## config.mk

```make
export PLATFORM = sky130hd
export DESIGN_NAME = wrr_arbiter
export DESIGN_NICKNAME = d
export VERILOG_FILES = /design/src/rtl/wrr_arbiter.sv
export SDC_FILE = /design/constraint.sdc
export NUM_CORES = 1
export LEC_CHECK = 0
export ABC_AREA = 1
export BUFFER_PORTS_ARGS = -buffer_cell sky130_fd_sc_hd__buf_2
export CELL_PAD_IN_SITES_DETAIL_PLACEMENT = 2
export CELL_PAD_IN_SITES_GLOBAL_PLACEMENT = 2
export CORE_MARGIN = 2
export CORE_UTILIZATION = 29
export DETAILED_ROUTE_END_ITERATION = 8
export GPL_TIMING_DRIVEN = 0
export PLACE_DENSITY = 0.89
export RECOVER_POWER = 25
export SLEW_MARGIN = 20
export SYNTH_ARGS = -nofsm -noshare
export SYNTH_HDL_FRONTEND = slang
export SYNTH_SLANG_ARGS = --single-unit
```

## constraint.sdc

```tcl
create_clock -name clk_i -period 4 [get_ports clk_i]
set_input_delay 0.6 -clock clk_i [delete_from_list [all_inputs] [get_ports clk_i]]
set_output_delay 0.6 -clock clk_i [all_outputs]
set_load 0.005 [all_outputs]
```

## src/rtl/wrr_arbiter.sv

```systemverilog
// Registered arbiter offering fixed-priority or weighted round-robin grants.
// The grant is held under a grant/ack handshake and may burst up to a per-port weight.
module wrr_arbiter #(
  parameter int NUM_PORTS = 4,
  parameter int WEIGHT_W  = 4,
  parameter int ID_W      = $clog2(NUM_PORTS)
) (
  input  logic                          clk_i,
  input  logic                          rst_i,
  input  logic [NUM_PORTS-1:0]          req_i,
  input  logic                          mode_i,
  input  logic [NUM_PORTS*WEIGHT_W-1:0] weight_i,
  input  logic                          ack_i,
  output logic [NUM_PORTS-1:0]          gnt_o,
  output logic                          gnt_valid_o,
  output logic [ID_W-1:0]               gnt_id_o
);

  function automatic logic [NUM_PORTS-1:0] onehot(input logic [ID_W-1:0] idx);
    logic [NUM_PORTS-1:0] vec;
    vec = {NUM_PORTS{1'b0}};
    vec[idx] = 1'b1;
    return vec;
  endfunction

  function automatic logic [ID_W-1:0] next_index(input logic [ID_W-1:0] idx);
    logic [ID_W-1:0] nxt;
    nxt = (idx == ID_W'(NUM_PORTS - 1)) ? {ID_W{1'b0}} : idx + ID_W'(1);
    return nxt;
  endfunction

  logic [NUM_PORTS-1:0] gnt_r;
  logic                 valid_r;
  logic [ID_W-1:0]      cur_r;
  logic [ID_W-1:0]      ptr_r;
  logic [WEIGHT_W-1:0]  bcnt_r;

  logic [WEIGHT_W-1:0]  raw_w_s;
  logic [WEIGHT_W:0]    ew_s;
  logic [WEIGHT_W:0]    bcnt_inc_s;
  logic                 decide_s;
  logic                 burst_cont_s;
  logic [ID_W-1:0]      fp_win_s;
  logic [ID_W-1:0]      rr_win_s;
  logic [ID_W-1:0]      win_s;
  logic [ID_W-1:0]      idx_s;

  logic [NUM_PORTS-1:0] gnt_nxt_s;
  logic                 valid_nxt_s;
  logic [ID_W-1:0]      cur_nxt_s;
  logic [ID_W-1:0]      ptr_nxt_s;
  logic [WEIGHT_W-1:0]  bcnt_nxt_s;

  // Winner selection for both modes; loops run high-to-low so the lowest distance wins.
  always_comb begin
    fp_win_s = {ID_W{1'b0}};
    rr_win_s = {ID_W{1'b0}};
    idx_s    = {ID_W{1'b0}};
    for (int i = NUM_PORTS - 1; i >= 0; i--) begin
      fp_win_s = req_i[i] ? ID_W'(i) : fp_win_s;
      idx_s    = ID_W'((int'(ptr_r) + i) % NUM_PORTS);
      rr_win_s = req_i[idx_s] ? idx_s : rr_win_s;
    end
    win_s = mode_i ? rr_win_s : fp_win_s;
  end

  // Decision and next-state logic; a zero weight is treated as one.
  always_comb begin
    raw_w_s      = weight_i[int'(cur_r)*WEIGHT_W +: WEIGHT_W];
    ew_s         = (raw_w_s == {WEIGHT_W{1'b0}}) ? {{WEIGHT_W{1'b0}}, 1'b1} : {1'b0, raw_w_s};
    bcnt_inc_s   = {1'b0, bcnt_r} + {{WEIGHT_W{1'b0}}, 1'b1};
    decide_s     = !valid_r || ack_i || !req_i[cur_r];
    burst_cont_s = valid_r && ack_i && mode_i && req_i[cur_r] && (bcnt_inc_s < ew_s);

    gnt_nxt_s   = gnt_r;
    valid_nxt_s = valid_r;
    cur_nxt_s   = cur_r;
    ptr_nxt_s   = ptr_r;
    bcnt_nxt_s  = bcnt_r;

    if (!decide_s) begin
      gnt_nxt_s = gnt_r;
    end else if (burst_cont_s) begin
      bcnt_nxt_s = bcnt_inc_s[WEIGHT_W-1:0];
    end else if (req_i == {NUM_PORTS{1'b0}}) begin
      gnt_nxt_s   = {NUM_PORTS{1'b0}};
      valid_nxt_s = 1'b0;
      bcnt_nxt_s  = {WEIGHT_W{1'b0}};
    end else begin
      // Pointer always advances past the winner so RR stays fair across mode switches.
      gnt_nxt_s   = onehot(win_s);
      valid_nxt_s = 1'b1;
      cur_nxt_s   = win_s;
      ptr_nxt_s   = next_index(win_s);
      bcnt_nxt_s  = {WEIGHT_W{1'b0}};
    end
  end

  // Grant state registers.
  always_ff @(posedge clk_i or posedge rst_i) begin
    if (rst_i) begin
      gnt_r   <= {NUM_PORTS{1'b0}};
      valid_r <= 1'b0;
      cur_r   <= {ID_W{1'b0}};
      ptr_r   <= {ID_W{1'b0}};
      bcnt_r  <= {WEIGHT_W{1'b0}};
    end else begin
      gnt_r   <= gnt_nxt_s;
      valid_r <= valid_nxt_s;
      cur_r   <= cur_nxt_s;
      ptr_r   <= ptr_nxt_s;
      bcnt_r  <= bcnt_nxt_s;
    end
  end

  assign gnt_o       = gnt_r;
  assign gnt_valid_o = valid_r;
  assign gnt_id_o    = cur_r;

endmodule

```

==> results of run 1 <==
kinds of logic (layout without fill, tap and decap cells):
| logic type | count (synthesis) | after routing | share of synthesized area |
|---|---|---|---|
| buffers and inverters | 22 | 56 | 0.0823 |
| AO/OA/AOI/OAI | 16 | 16 | 0.0779 |
| AND/OR/NAND/NOR | 110 | 110 | 0.446 |
| flip-flops | 13 | 13 | 0.289 |
| adder cells (fa/ha/maj) | 8 | 8 | 0.0890 |
| XOR/XNOR | 2 | 2 | 0.0156 |
report_power, final:
group | switching [uW] | internal [uW] | total (uW) | leakage, uW
combinational | 343 | 193 | 535 | 0.000619
sequential | 38.1 | 175 | 213 | 0.000166
clock | 48.0 | 70.4 | 118 | 0.0000228
total | 429 | 438 | 867 | 0.000808
cell type report:
class / instances / area, sq um / share of cell area
Multi-Input combinational cell: 136 / 707 / 0.512
Clock buffer: 4 / 45.0 / 0.0326
Sequential cell: 13 / 325 / 0.236
Buffer: 3 / 21.3 / 0.0154
Tap cell: 48 / 60.1 / 0.0435
Timing Repair Buffer: 30 / 150 / 0.109
Inverter: 19 / 71.3 / 0.0517
worst paths after layout:
path                               end  slack [ns]  startpoint
setup / recovery           gnt_id_o[1]        1.86   bcnt_r[0]
hold / removal               bcnt_r[2]        0.38       rst_i
setup reg to reg           gnt_id_o[1]        1.86   bcnt_r[0]
hold reg to reg               gnt_o[3]        0.48    gnt_o[3]
max in group asynchronous  gnt_id_o[1]        3.27       rst_i
min in group clk_i            gnt_o[3]        0.48    gnt_o[3]
metal layers:
metal | vias up | GRT usage
met5 | - | 0
met4 | 0 | 0.0383
met3 | 2 | 0.0187
met2 | 28 | 0.325
met1 | 565 | 0.214
li1 | 611 | -
metrics by stage:
step           worst slack (ns)   util  hold slack (ns)  cell area [sq um]  instances
2_1_floorplan              2.10      -            0.472               1120        171
3_3_place_gp               1.80  0.362            0.461               1340        249
3_5_place_dp               1.70  0.362            0.468               1340        249
4_1_cts                    1.82  0.374            0.408               1380        253
5_1_grt                    1.65  0.374            0.425               1380        253
6_report                   1.86  0.374            0.380               1380        253
worst reg2reg max path: stages, from the launching register on:
cell	delay, ns
sky130_fd_sc_hd__dfrtp_1	0.43
sky130_fd_sc_hd__ha_1	0.24
sky130_fd_sc_hd__xor2_1	0.21
sky130_fd_sc_hd__ha_1	0.28
sky130_fd_sc_hd__a21oi_1	0.14
sky130_fd_sc_hd__nor2_1	0.09
sky130_fd_sc_hd__nor3_4	0.24
sky130_fd_sc_hd__nand2_4	0.11
sky130_fd_sc_hd__nand3_2	0.16
sky130_fd_sc_hd__nand2_1	0.09
sky130_fd_sc_hd__o21ai_1	0.09
sequential cells by signal, indices dropped and copies added, names as in the netlist:
name	count
gnt_valid_o	1
gnt_id_o	2
gnt_o	4
ptr_r	2
bcnt_r	4
placed cells by master (no fill, tap or decap), drive strengths merged:
cell type / count
a21oi: 6
a32oi: 1
buf: 33
clkbuf: 4
dfrtp: 13
ha: 8
inv: 19
nand2: 77
nand3: 22
nand4: 1
nor2: 8
nor3: 2
o211ai: 1
o21ai: 7
o22ai: 1
xor2: 2
==> summary by stage, run 1 <==
Floorplanning
For this configuration, the core starts out at a cell density of 0.305. The x dimension of the die is 66.3 microns. The number of top-level design ports is 31.

The die is about 66 microns tall. The region available for standard cell placement spans about 3700 sq um. The die covers roughly 4400 sq um. The initialized floorplan defines 22 standard-cell rows.

Clock tree
TritonCTS built the clock tree. The post-CTS repair timing setup buffer count is 0. CTS saw 13 sinks. The insertion delay to the later sink of the worst-skew pair is about 0.24 ns. The post-cts resize count is 0. The number of hold buffers added after cts is 0. In this run the number of H-tree levels came out at 1. The clock root buffer is sky130_fd_sc_hd__clkbuf_8. The clock passes through at most 2 buffers. Clock-pin slew was measured on the worst setup and hold paths at roughly 0.060 ns.

Counting the buffers created by CTS gives 3.

Power
The worst-case IR drop observed on VDD is 0.000259 V. Summing internal, switching and leakage power gives about 870 uW. In this run the static leakage power is 0.000808 uW. The total power density per cell area is around 630 nW/um^2.

Route
The routed metal-1 wirelength is around 1600 microns. The first TritonRoute pass finished after 4 iterations. The routed layout has 1206 vias. Wire segments on met2 add up to around 1700 microns in the final route. The post-detailed-route via-to-cell ratio is around 4.8. The detail route stage leaves a number of antenna-violating nets equal to 0. After detailed routing, the number of remaining DRC violations is 0. Routed signal wires occupy layers up through met4.

The wire length on met3 is between 100 and 150 microns. In the final routed layout, each cell accounts on average for about 14 microns. The iteration-0 DRC count of the detailed router is 21. For this block, the routed nets add up to roughly 3400 microns of wire.

STA
The hold violation total from the final report is 0. Of the available clock period, the critical path in the final layout requires 0.535. The accumulated negative setup slack is 0 ns.

The final setup violation count is 0. The clock arrives with around 0.00042 ns of skew. The transition at the pin with the smallest max-transition slack is between 0.5 and 0.6 ns.

The final number of max-transition violations came to 0. The final critical-path required period is between 2 and 2.5 ns. Static timing analysis puts the maximum clock frequency at around 0.47 GHz.

Setup repair after global routing left no endpoint under its margin. The max-slew headroom at the worst pin is 0.655.

Critical path
The most numerous cell type found on the critical path is sky130_fd_sc_hd__ha_1. The critical path required time is about 4.2 ns. For this run, the slowest stage of the critical path takes between 0.4 and 0.5 ns. The library cell contributing the largest single delay on the critical path is sky130_fd_sc_hd__dfrtp_1. The worst setup path is launched from a flip-flop.

On the critical path the largest part of the delay comes from simple AND/OR/NAND/NOR gates. The start-to-end type of the worst setup path is reg2reg. The cell depth of the worst setup path is 10. The combined buffer and inverter count along the critical path is 0.

STA classifies the critical path endpoint as a flip-flop. The worst-path maximum fanout is 7. Traced cell by cell, the critical path runs through ha_1 > xor2_1 > ha_1 > a21oi_1 > nor2_1 > nor3_4 > nand2_4 > nand3_2 > nand2_1 > o21ai_1. The data arrival time at the worst-slack endpoint is 2.30 ns. The worst register-to-register path has a depth of 10.

Synth
The most common flop cell mapped by yosys is sky130_fd_sc_hd__dfrtp_1. For this run, the register share of the synthesized area comes to 0.289. By area the synthesized netlist is led by sky130_fd_sc_hd__dfrtp_1 (29%), sky130_fd_sc_hd__nand2_1 (24%), sky130_fd_sc_hd__ha_1 (8.9%), sky130_fd_sc_hd__nand3_1 (8.5%), sky130_fd_sc_hd__inv_1 (6.0%). Yosys printed 0 warnings.

The per-instance average area after synthesis is 6.58 sq um. Counting instances in the post-synthesis netlist gives the leading cell types as sky130_fd_sc_hd__nand2_1 (72), sky130_fd_sc_hd__nand3_1 (19), sky130_fd_sc_hd__inv_1 (18). The number of instances in the synthesized netlist is 171.

The share of synthesized area in the top cell type comes to 0.289. The number of nets in the synthesized netlist is a little over 200. The number of enable-type register cells in the synthesized netlist is 0.

The biggest area contributor in the post-synthesis netlist is sky130_fd_sc_hd__dfrtp_1. sky130_fd_sc_hd__nand2_1 is the most common cell in the netlist. The netlist area before placement is around 1100 sq um.

The count of different cell masters after synthesis is 23. The async set or reset register ratio after synthesis is 1.00. Synthesis inferred 13 register bits.

Layout
For this run, the post-layout net count is about 240. The filler cell count in the final layout is about 470. The number of antenna cells inserted is 0. In the final layout, the share of cells above drive strength 1 is 0.229. The growth of design area from synthesis to finish is 22.7%.

Placement
Buffers placed on the I/O ports in this run total 30. The congestion estimate from routability-driven global placement came to between 0.7 and 0.8. The total half-perimeter wirelength after legalization and detailed placement is between 2000 and 3000 microns.

Hold path
The min-delay analysis places its worst path in the category in2async.

Global route
The total overflow reported by the global router is 0. The maximum number of pins on one net before global-route repair is 14. The first global-routing pass estimated 5990 microns of wire. The number of global-route vias before repair was approximately 1300. The total global routing track utilization is 0.175.

The initial antenna violation count is 0.

Outcome
The flow ran to the end, and the final reports show no timing, DRC or antenna violations.

Flow run
The number of maximum-capacitance constraint violations is 0.
(Power assumes the default switching activity.)
==> run 2: changes to the inputs <==
--- a/config.mk
+++ b/config.mk
@@ -10,10 +10,10 @@
 export CELL_PAD_IN_SITES_DETAIL_PLACEMENT = 2
 export CELL_PAD_IN_SITES_GLOBAL_PLACEMENT = 2
 export CORE_MARGIN = 2
-export CORE_UTILIZATION = 29
+export CORE_UTILIZATION = 24
 export DETAILED_ROUTE_END_ITERATION = 8
 export GPL_TIMING_DRIVEN = 0
-export PLACE_DENSITY = 0.89
+export PLACE_DENSITY = 0.8
 export RECOVER_POWER = 25
 export SLEW_MARGIN = 20
 export SYNTH_ARGS = -nofsm -noshare
==> constraint.sdc (replaced) <==
create_clock -name clk_i -period 1.8 [get_ports clk_i]
set_input_delay 0.27 -clock clk_i [delete_from_list [all_inputs] [get_ports clk_i]]
set_output_delay 0.27 -clock clk_i [all_outputs]
set_load 0.005 [all_outputs]
==> run 2 against run 1 <==
  * Clock power is 130% higher
  * Sequential power is 130% higher
  * The run now ends with setup timing left
  * Count of clock-buffer cells in the layout stayed put
  * Flip-flop and latch count stayed put
  * Non-clock buffer count is 18 higher
  * First-iteration DRC count is 29% higher
  * Combinational power grew to 3.2 times the previous value
  * Sequential share of layout area is 4.6 points lower
  * Global-route usage is 1.6 points lower
  * Highest routed layer unchanged
  * Worst setup slack worse by 2.0 ns
  * Via count is 8.0% higher
==> summary by stage, run 2 (same netlist as run 1, synthesis figures left out) <==
Critical path
The start-to-end type of the worst setup path is reg2reg (unchanged). The data arrival time at the worst-slack endpoint is 2.12 ns (was 2.30 ns). The length in cells of the worst reg-to-reg path is 13 (was 10). The minimum setup slack among reg-to-reg paths is -0.19 ns (was 1.86 ns). The kind of start point of the critical path is a flip-flop (unchanged). The end of the worst register-to-register path is gnt_o[0] (was gnt_id_o[1]).

The startpoint of the worst-slack reg-to-reg timing path is gnt_id_o[0] (was bcnt_r[0]). The category of the worst setup path capture point is a flip-flop (unchanged). The worst-path maximum fanout is 8 (was 7). The critical path required time is 1.93 ns (was 4.16 ns).

Power
The static power due to leakage is 0.000915 uW (was 0.000808 uW). The combinational group share of total power is 0.697 (was 0.618). The part of the power in the clock network is 0.107 (was 0.137).

The sequential share of power is 0.196 (was 0.246). The total power density per cell area came to 1420 nW/um^2 (was 628 nW/um^2). The maximum vdd drop came to 0.000398 V (was 0.000259 V). The internal power component came to 1280 uW (was 438 uW). The total net switching power is 1210 uW (was 429 uW). The proportion of total power due to net switching is 0.486 (was 0.495).

Clock tree
The total CTS buffers is 3 (unchanged). The H-tree depth is 1 (unchanged). The clock slew at the register clock pins of the worst setup and hold paths is 0.06 ns (about the same). The insertion delay to the later sink of the worst-skew pair was 0.24 ns (about the same). The buffer levels on the longest clock path was 2 (unchanged). The clock root buffer is sky130_fd_sc_hd__clkbuf_8 (unchanged). The clock tree from TritonCTS is done (unchanged). The number of hold buffers added after cts is 0 (unchanged). The number of clock sinks seen by CTS came to 13 (unchanged).

Placement
The total half-perimeter wirelength after legalization and detailed placement is 2950 microns (was 2770 microns). The final weighted congestion in routability-driven placement came to 0.768 (was 0.735). The post-placement worst setup slack is -0.337 ns (was 1.70 ns). The number of I/O port buffers is 30 (unchanged).

Floorplanning
The number of placement rows came to 24 (was 22). The x dimension of the die is 72.5 microns (was 66.3 microns). The number of top-level design ports is 31 (unchanged). The die height came to 72.5 microns (was 66.3 microns). The area of the core came to 4440 sq um (was 3690 sq um).

The overall die area was 5250 sq um (was 4390 sq um). The initial standard-cell utilization of the core is 0.253 (was 0.305).

Layout
The number of antenna cells inserted is 0 (unchanged). Commonest non-fill, non-tap cells in the layout: sky130_fd_sc_hd__nand2_1 (58), sky130_fd_sc_hd__buf_2 (30), sky130_fd_sc_hd__buf_4 (17), sky130_fd_sc_hd__nand2_2 (16), sky130_fd_sc_hd__inv_1 (15) (was sky130_fd_sc_hd__nand2_1 (72), sky130_fd_sc_hd__buf_2 (32), sky130_fd_sc_hd__nand3_1 (19), sky130_fd_sc_hd__inv_1 (18), sky130_fd_sc_hd__dfrtp_1 (13)). The growth of design area from synthesis to finish was 55.2% (was 22.7%).

The commonest non-fill, non-tap cell in the layout is sky130_fd_sc_hd__nand2_1 (unchanged). The final net count came to 256 (was 238). The share of post-route cells with drive strength above 1 was 0.493 (was 0.229).

STA
The maximum clock skew at final layout is 0.00262 ns (was 0.000425 ns). The accumulated negative setup slack is -1.41 ns (was 0 ns). The part of the cycle the worst path needs is 1.11 (was 0.535).

RSZ-0062 raised after global routing: true (was false). The max-slew headroom at the worst pin was 0.654 (was 0.655). The final critical-path required period was 1.99 ns (was 2.14 ns). The transition at the pin with the smallest max-transition slack is 0.518 ns (was 0.517 ns). The final number of max-transition violations came to 0 (unchanged). The achievable clock frequency is 0.503 GHz (was 0.467 GHz). The hold violation total from the final report is 0 (unchanged). The final setup violation count is 11 (was 0). The smallest setup slack after layout is -0.190 ns (was 1.86 ns).

Route
The routed length per instance is 15.7 microns (was 13.6 microns). The DRC violations left is 0 (unchanged). The via count of the routed design came to 1302 (was 1206). The post-detailed-route via-to-cell ratio is 4.73 (was 4.77). The total length of routed wires was 4320 microns (was 3430 microns). The iteration-0 DRC count of the detailed router came to 27 (was 21). The first-pass detailed-route iteration total is 3 (was 4). The number of nets still failing antenna checks after routing is 0 (unchanged).

Outcome
The checks that failed: setup timing. Run status: complete, but fails checks (was finished clean).

Hold path
The type of the worst min-delay path was in2async (unchanged).

Global route
The maximum number of pins on one net before global-route repair is 14 (unchanged). The number of global-route vias before repair is 1391 (was 1322). The first-pass GRT wire length is 6560 microns (was 5990 microns). The total global routing track utilization is 0.159 (was 0.175). The initial antenna violation count is 0 (unchanged).

The total overflow reported by the global router is 0 (unchanged).

Flow run
The number of maximum-capacitance constraint violations is 0 (unchanged).
[run 2: changes by cell type in the layout (fill, tap and decap cells not counted), sizes merged]
cell | previous run | this run
buf | 33 | 51
[run 2: per-layer routing]
layer	GRT usage	share of wire	wire length, microns	vias up
li1	-	-	-	646
met5	0	0	0	-
met2	0.297	0.53	2310	22
met4	0.0247	0.0053	23	0
met3	0.0250	0.026	113	4
met1	0.195	0.43	1880	630
[run 2: how the worst max path moves through the flow]
stage / cells past startpoint / slack [ns] / to / startpoint
2_1_floorplan: 12 / 0.002 / gnt_o[3] / bcnt_r[2]
3_3_place_gp: 13 / -0.24 / gnt_o[3] / gnt_id_o[1]
3_5_place_dp: 12 / -0.34 / ptr_r[0] / ptr_r[0]
4_1_cts: 11 / -0.20 / gnt_o[1] / bcnt_r[0]
5_1_grt: 13 / -0.35 / gnt_o[0] / gnt_id_o[0]
6_report: 13 / -0.19 / gnt_o[0] / gnt_id_o[0]
[run 2: what timing repair did]
action / in CTS / in global routing
pin swaps: 6 / 13
buffers inserted: 11 / 7
resized for setup: 9 / 45
setup endpoints to repair: 12 / 12
[run 2: metrics by stage]
| stage | area (sq um) | total power [uW] | util | std cells | hold slack (ns) |
|---|---|---|---|---|---|
| after floorplan | 1160 | 1360 | - | 171 | 0.147 |
| after global placement | 1370 | 1670 | 0.309 | 253 | 0.316 |
| after detailed placement | 1370 | 1730 | 0.309 | 253 | 0.331 |
| after CTS | 1530 | 2180 | 0.343 | 268 | 0.0692 |
| after global routing | 1750 | 2730 | 0.393 | 275 | 0.0857 |
| final | 1750 | 2480 | 0.393 | 275 | 0.0505 |
[run 2: cell type report]
class / instances / area, sq um
Multi-Input combinational cell: 136 / 906
Fill cell: 523 / 2700
Timing Repair Buffer: 48 / 293
Clock buffer: 4 / 45.0
Buffer: 3 / 30.0
Inverter: 19 / 76.3
Tap cell: 52 / 65.1
Sequential cell: 13 / 330
[run 2: power groups by stage]
stage	clock [uW]	combinational (uW)	sequential (uW)
after floorplan	0	891	464
after global placement	0	1190	477
after detailed placement	0	1250	479
after CTS	271	1440	473
after global routing	291	1930	501
final	266	1730	487
[run 2: worst max-delay path: stages (launching register included)]
cell	delay [ns]
sky130_fd_sc_hd__dfrtp_2	0.44
sky130_fd_sc_hd__inv_4	0.12
sky130_fd_sc_hd__nand2_1	0.09
sky130_fd_sc_hd__nand3_1	0.09
sky130_fd_sc_hd__nand2_2	0.09
sky130_fd_sc_hd__ha_4	0.16
sky130_fd_sc_hd__nor3_2	0.11
sky130_fd_sc_hd__nand2_1	0.12
sky130_fd_sc_hd__nor3_4	0.24
sky130_fd_sc_hd__nand2_4	0.12
sky130_fd_sc_hd__nand2_4	0.12
sky130_fd_sc_hd__nor2_4	0.06
sky130_fd_sc_hd__nand2_1	0.07
sky130_fd_sc_hd__nand2_1	0.05
